--- src/rtl/seg_scan_driver.sv ---
// Four-digit multiplexed 7-segment scan driver with blanking and blink.
// Ports:
//   clk, rst_n     - clock and synchronous active-low reset
//   en             - scan enable; low blanks the display and freezes the scan
//   digit0..digit3 - BCD digit values for positions 0..3
//   blink_mask     - per-digit blink enable
//   dp_mask        - per-digit decimal point enable
//   sel            - current slot index (drives the external digit mux)
//   an, seg, dp    - registered active-low anode, segment, decimal-point drives
//   frame_tick     - one-cycle pulse after each completed 4-slot frame
module seg_scan_driver #(
    parameter int REFRESH_DIV  = 100000,
    parameter int BLANK_CYC    = 1000,
    parameter int BLINK_FRAMES = 250
) (
    input  logic       clk,
    input  logic       rst_n,
    input  logic       en,
    input  logic [3:0] digit0,
    input  logic [3:0] digit1,
    input  logic [3:0] digit2,
    input  logic [3:0] digit3,
    input  logic [3:0] blink_mask,
    input  logic [3:0] dp_mask,
    output logic [1:0] sel,
    output logic [3:0] an,
    output logic [6:0] seg,
    output logic       dp,
    output logic       frame_tick
);

    localparam int DIV_W = $clog2(REFRESH_DIV);
    localparam int BLK_W = (BLINK_FRAMES > 1) ? $clog2(BLINK_FRAMES) : 1;

    localparam logic [DIV_W-1:0] DIV_MAX = DIV_W'(REFRESH_DIV - 1);
    localparam logic [DIV_W-1:0] DIV_LIT = DIV_W'(BLANK_CYC);
    localparam logic [BLK_W-1:0] BLK_MAX = BLK_W'(BLINK_FRAMES - 1);

    logic [DIV_W-1:0] div_cnt;
    logic [BLK_W-1:0] blink_cnt;
    logic             blink_phase;

    logic [3:0] cur_digit;
    logic [6:0] cur_seg;
    logic       lit;
    logic [3:0] an_d;
    logic [6:0] seg_d;
    logic       dp_d;

    // Select the digit for the active slot and decode it.
    always_comb begin
        cur_digit = digit0;
        unique case (sel)
            2'd0: cur_digit = digit0;
            2'd1: cur_digit = digit1;
            2'd2: cur_digit = digit2;
            2'd3: cur_digit = digit3;
        endcase

        cur_seg = 7'h7F;
        case (cur_digit)
            4'd0:    cur_seg = 7'h40;
            4'd1:    cur_seg = 7'h79;
            4'd2:    cur_seg = 7'h24;
            4'd3:    cur_seg = 7'h30;
            4'd4:    cur_seg = 7'h19;
            4'd5:    cur_seg = 7'h12;
            4'd6:    cur_seg = 7'h02;
            4'd7:    cur_seg = 7'h78;
            4'd8:    cur_seg = 7'h00;
            4'd9:    cur_seg = 7'h10;
            default: cur_seg = 7'h7F;
        endcase
    end

    // The first BLANK_CYC cycles of each slot stay dark to hide ghosting
    // while the external digit mux settles.
    always_comb begin
        lit   = en && (div_cnt >= DIV_LIT)
                && !(blink_mask[sel] && blink_phase);
        an_d  = 4'b1111;
        seg_d = 7'h7F;
        dp_d  = 1'b1;
        if (lit) begin
            an_d  = ~(4'b0001 << sel);
            seg_d = cur_seg;
            dp_d  = ~dp_mask[sel];
        end
    end

    always_ff @(posedge clk) begin
        if (!rst_n) begin
            div_cnt     <= '0;
            sel         <= 2'd0;
            blink_cnt   <= '0;
            blink_phase <= 1'b0;
            frame_tick  <= 1'b0;
            an          <= 4'b1111;
            seg         <= 7'h7F;
            dp          <= 1'b1;
        end else begin
            frame_tick <= 1'b0;
            if (en) begin
                if (div_cnt == DIV_MAX) begin
                    div_cnt    <= '0;
                    sel        <= sel + 2'd1;
                    frame_tick <= (sel == 2'd3);
                end else begin
                    div_cnt <= div_cnt + 1'b1;
                end
            end

            // A frame pulse that has already been issued is always counted.
            if (frame_tick) begin
                if (blink_cnt == BLK_MAX) begin
                    blink_cnt   <= '0;
                    blink_phase <= ~blink_phase;
                end else begin
                    blink_cnt <= blink_cnt + 1'b1;
                end
            end

            an  <= an_d;
            seg <= seg_d;
            dp  <= dp_d;
        end
    end

endmodule

--- config.mk ---
export PLATFORM = sky130hd
export DESIGN_NAME = seg_scan_driver
export DESIGN_NICKNAME = d
export VERILOG_FILES = /design/src/rtl/seg_scan_driver.sv
export SDC_FILE = /design/constraint.sdc
export NUM_CORES = 1
export LEC_CHECK = 0
export CAP_MARGIN = 20
export CORE_AREA = 2 2 66 68
export CTS_CLUSTER_SIZE = 8
export DETAILED_ROUTE_END_ITERATION = 8
export DIE_AREA = 0 0 68 70
export PLACE_DENSITY = 0.73
export SYNTH_ARGS = -nofsm -noshare
export SYNTH_HDL_FRONTEND = slang
export SYNTH_SLANG_ARGS = --single-unit
--- constraint.sdc ---
create_clock -name clk -period 2.55 [get_ports clk]
set_input_delay 0.51 -clock clk [delete_from_list [all_inputs] [get_ports clk]]
set_output_delay 0.51 -clock clk [all_outputs]
set_load 0.005 [all_outputs]
==> summary.md <==
| Metric | Value |
|---|---|
| Height of the die | around 70 um |
| Routed WL | 4.06 mm |
| Switching share of power | 0.216 |
| Fmax | 442 MHz |
| Sequential area share after synthesis | 0.415 |
| Combinational Power Share | 0.072 |
| RD Place Congestion | 0.793 |
| Register bit total from synthesis | 41 |
| Cell variety after synth | 35 |
| Peak supply drop | 0.000341 V |
| Total Die Area | between 4000 and 5000 um2 |
| Layout area overhead | 28.4% |
| Clock power share | 0.387 |
| Crit path max fanout | 8 |
| Starting Density | 0.477 |
| Mean Syn Cell Area | about 9.1 um2 |
| CTS resizes | 0 |
| Routed met1 length | roughly 1.8 mm |
| Flop pwr share | 0.541 |
| Tcrit/Tclk final | 0.886 |
| Max-slew violations | 0 |
| Core area | 4140 um2 |
| Port buffer count | 41 |
| Overall Global Routing Usage | 0.184 |
| CP endpoint kind | flop |
| Critical path arrival | about 2.4 ns |
| Rows | 24 |
| DRC viols | 0 |
| Worst-Skew Late Latency | 0.29 ns |
| Antenna-violating nets left | 0 |
| Switching power total | 0.259 mW |
| Clock buffer depth | 2 |
| Slew headroom | 0.462 |
| Area leader, netlist | dfxtp_1 |
| Fillers | 377 |
| Uppermost routed layer | met4 |
| RSZ-0062 raised after global routing | false |
| Max Cap Viol | 0 |
| Initial antenna violation count | 0 |
| Mapped Cells | 217 |
| Top-count cell post-synth | dfxtp_1 |
| Crit Path Class | reg -> reg |
| First-pass GRT wire length | between 6 and 7 mm |
| # nets final | 301 |
| CTS Buf Count | 5 |
| Clk sink count | 41 |
| Placed Instance Area | between 2000 and 2500 um2 |
| Crit path time final | 2.26 ns |
| Routed wire length per instance | 12.9 um |
| Vias in the first global route | 1481 |
| Diodes inserted | 0 |
| Total power | between 1 and 1.5 mW |
| Post-Syn Nets | 256 |
| Routed wl met3 | around 240 um |
| Final Hold Fails | 0 |
| Clock tree from TritonCTS | yes |
| Die X | 68 um |
| Final HPWL DP | 2.93 mm |
| Top FF cell, synth | dfxtp_1 |
| Post-synth EDFFs | 0 |
| Cell area after synthesis | 1980 um2 |
| Worst Skew | 0.00736 ns |
| DR vias | 1643 |
| Met2 wire len | 1.96 mm |
| Commonest cells post-synth | dfxtp_1 (41), nor2_1 (31), nand2_1 (19) |
| Top cell type's share of synthesized area | 0.415 |
| Required @ worst endpoint | 2.73 ns |
| Power per Cell Area | roughly 470 nW/um2 |
| Largest net degree at the start of global routing | 18 |
| Via density | ~5.2 |
| LEAKAGE | 0.962 nW |
| Postcts setup bufs | 0 |
| Hold Crit Class | reg -> reg |
| Pint | 0.940 mW |
| Overflow after GRT | 0 |
| Clk slew on worst S/H paths | 0.08 ns |
| Setup TNS | 0 ns |
| 1st-iter DRT viols | 108 |
| Least-Margin Pin Slew | slightly below 0.8 ns |
| Share of layout cells above drive strength 1 | 0.0684 |
| Cts hold-fix bufs | 0 |
| Ys async rst share | 0 |
| Crit start category | flop |
| Outcome | finished clean |
| IO Count | 42 |
| Cell area after layout | 2540 um2 |
| Yosys warns | 0 |
| Setup violators final | 0 |
| Initial DRT Pass Iterations | 4 |
| H-Tree Depth | 2 |
| Root Buffer | clkbuf_8 |
| Largest cells by area after synthesis | dfxtp_1 (42%), ha_1 (7.6%), nor2_1 (5.9%), xor2_1 (5.8%), xnor2_1 (4.0%) |
final timing paths:
path,from,to,slack (ns),depth (start not counted)
worst max-delay path,sel[0],seg[6],0.29,7
worst min-delay path,blink_cnt[6],blink_cnt[6],0.50,2
worst max register to register,sel[0],seg[6],0.29,7
worst min register to register,blink_cnt[6],blink_cnt[6],0.50,2
layout by cell type (no fill, tap or decap), drive strengths merged, types with 2 or more instances in the layout:
master,instances
a222oi,4
mux4,2
mux2,2
nor3,6
a21oi,5
o21ai,12
clkbuf,7
or3,4
nand3,8
xnor2,9
xor2,13
nand4,10
ha,12
a211oi,2
buf,3
nor4,2
clkdlybuf4s50,41
dfxtp,41
and3,3
inv,12
nor2,31
nand2,20
mux2i,5
final cells by class:
type                            instances  area, um2  area share
Tap cell                               52       65.1      0.0256
Sequential cell                        41        821       0.323
Clock inverter                          1       5.00     0.00197
Multi-Input combinational cell        158       1070       0.423
Clock buffer                            7       96.3      0.0380
Inverter                               12       45.0      0.0178
Timing Repair Buffer                   44        433       0.171
sequential cells by signal (all words and copies together) (netlist names):
register and cells:
blink_cnt 8, an 4, dp 1, sel 2, seg 7, frame_tick 1, blink_phase 1, div_cnt 17
metal layers:
layer,vias to the layer above,track usage
met5,-,0
met4,0,0.0778
met3,6,0.0612
met2,37,0.305
met1,768,0.210
li1,832,-
cells by family after synthesis:
kind of cell             Yosys count  share of synthesized area
adder cells (fa/ha/maj)           12                     0.0760
flip-flops                        41                      0.415
AO/OA/AOI/OAI                     25                     0.0785
XOR/XNOR                          22                     0.0975
AND/OR/NAND/NOR                   90                      0.231
buffers and inverters             18                     0.0418
multiplexers                       9                     0.0595
stage by stage:
step / utilization / hold WS [ns] / worst slack (ns) / instances
floorplan: - / 0.458 / 0.489 / 217
global placement: 0.588 / 0.475 / 0.284 / 307
global route: 0.612 / 0.537 / 0.0630 / 315
finish: 0.612 / 0.496 / 0.290 / 315
detailed placement: 0.588 / 0.484 / 0.247 / 307
CTS: 0.612 / 0.503 / 0.285 / 315
critical path, stage by stage, from the launching register on:
cell and delay [ns]:
dfxtp_1 0.46, inv_1 0.12, ha_1 0.29, a222oi_1 0.35, mux2i_1 0.28, ha_1 0.28
nor3_1 0.23, o21ai_0 0.13
power groups by stage:
| stage | Combinational (mW) | Sequential, mW | Clock [mW] |
|---|---|---|---|
| 2_1_floorplan | 0.0374 | 0.662 | 0 |
| 3_3_place_gp | 0.0844 | 0.662 | 0 |
| 3_5_place_dp | 0.0862 | 0.663 | 0 |
| 4_1_cts | 0.0866 | 0.648 | 0.474 |
| 5_1_grt | 0.0962 | 0.648 | 0.503 |
| 6_report | 0.0861 | 0.648 | 0.464 |
No activity file was read; power rests on OpenSTA's default activity.
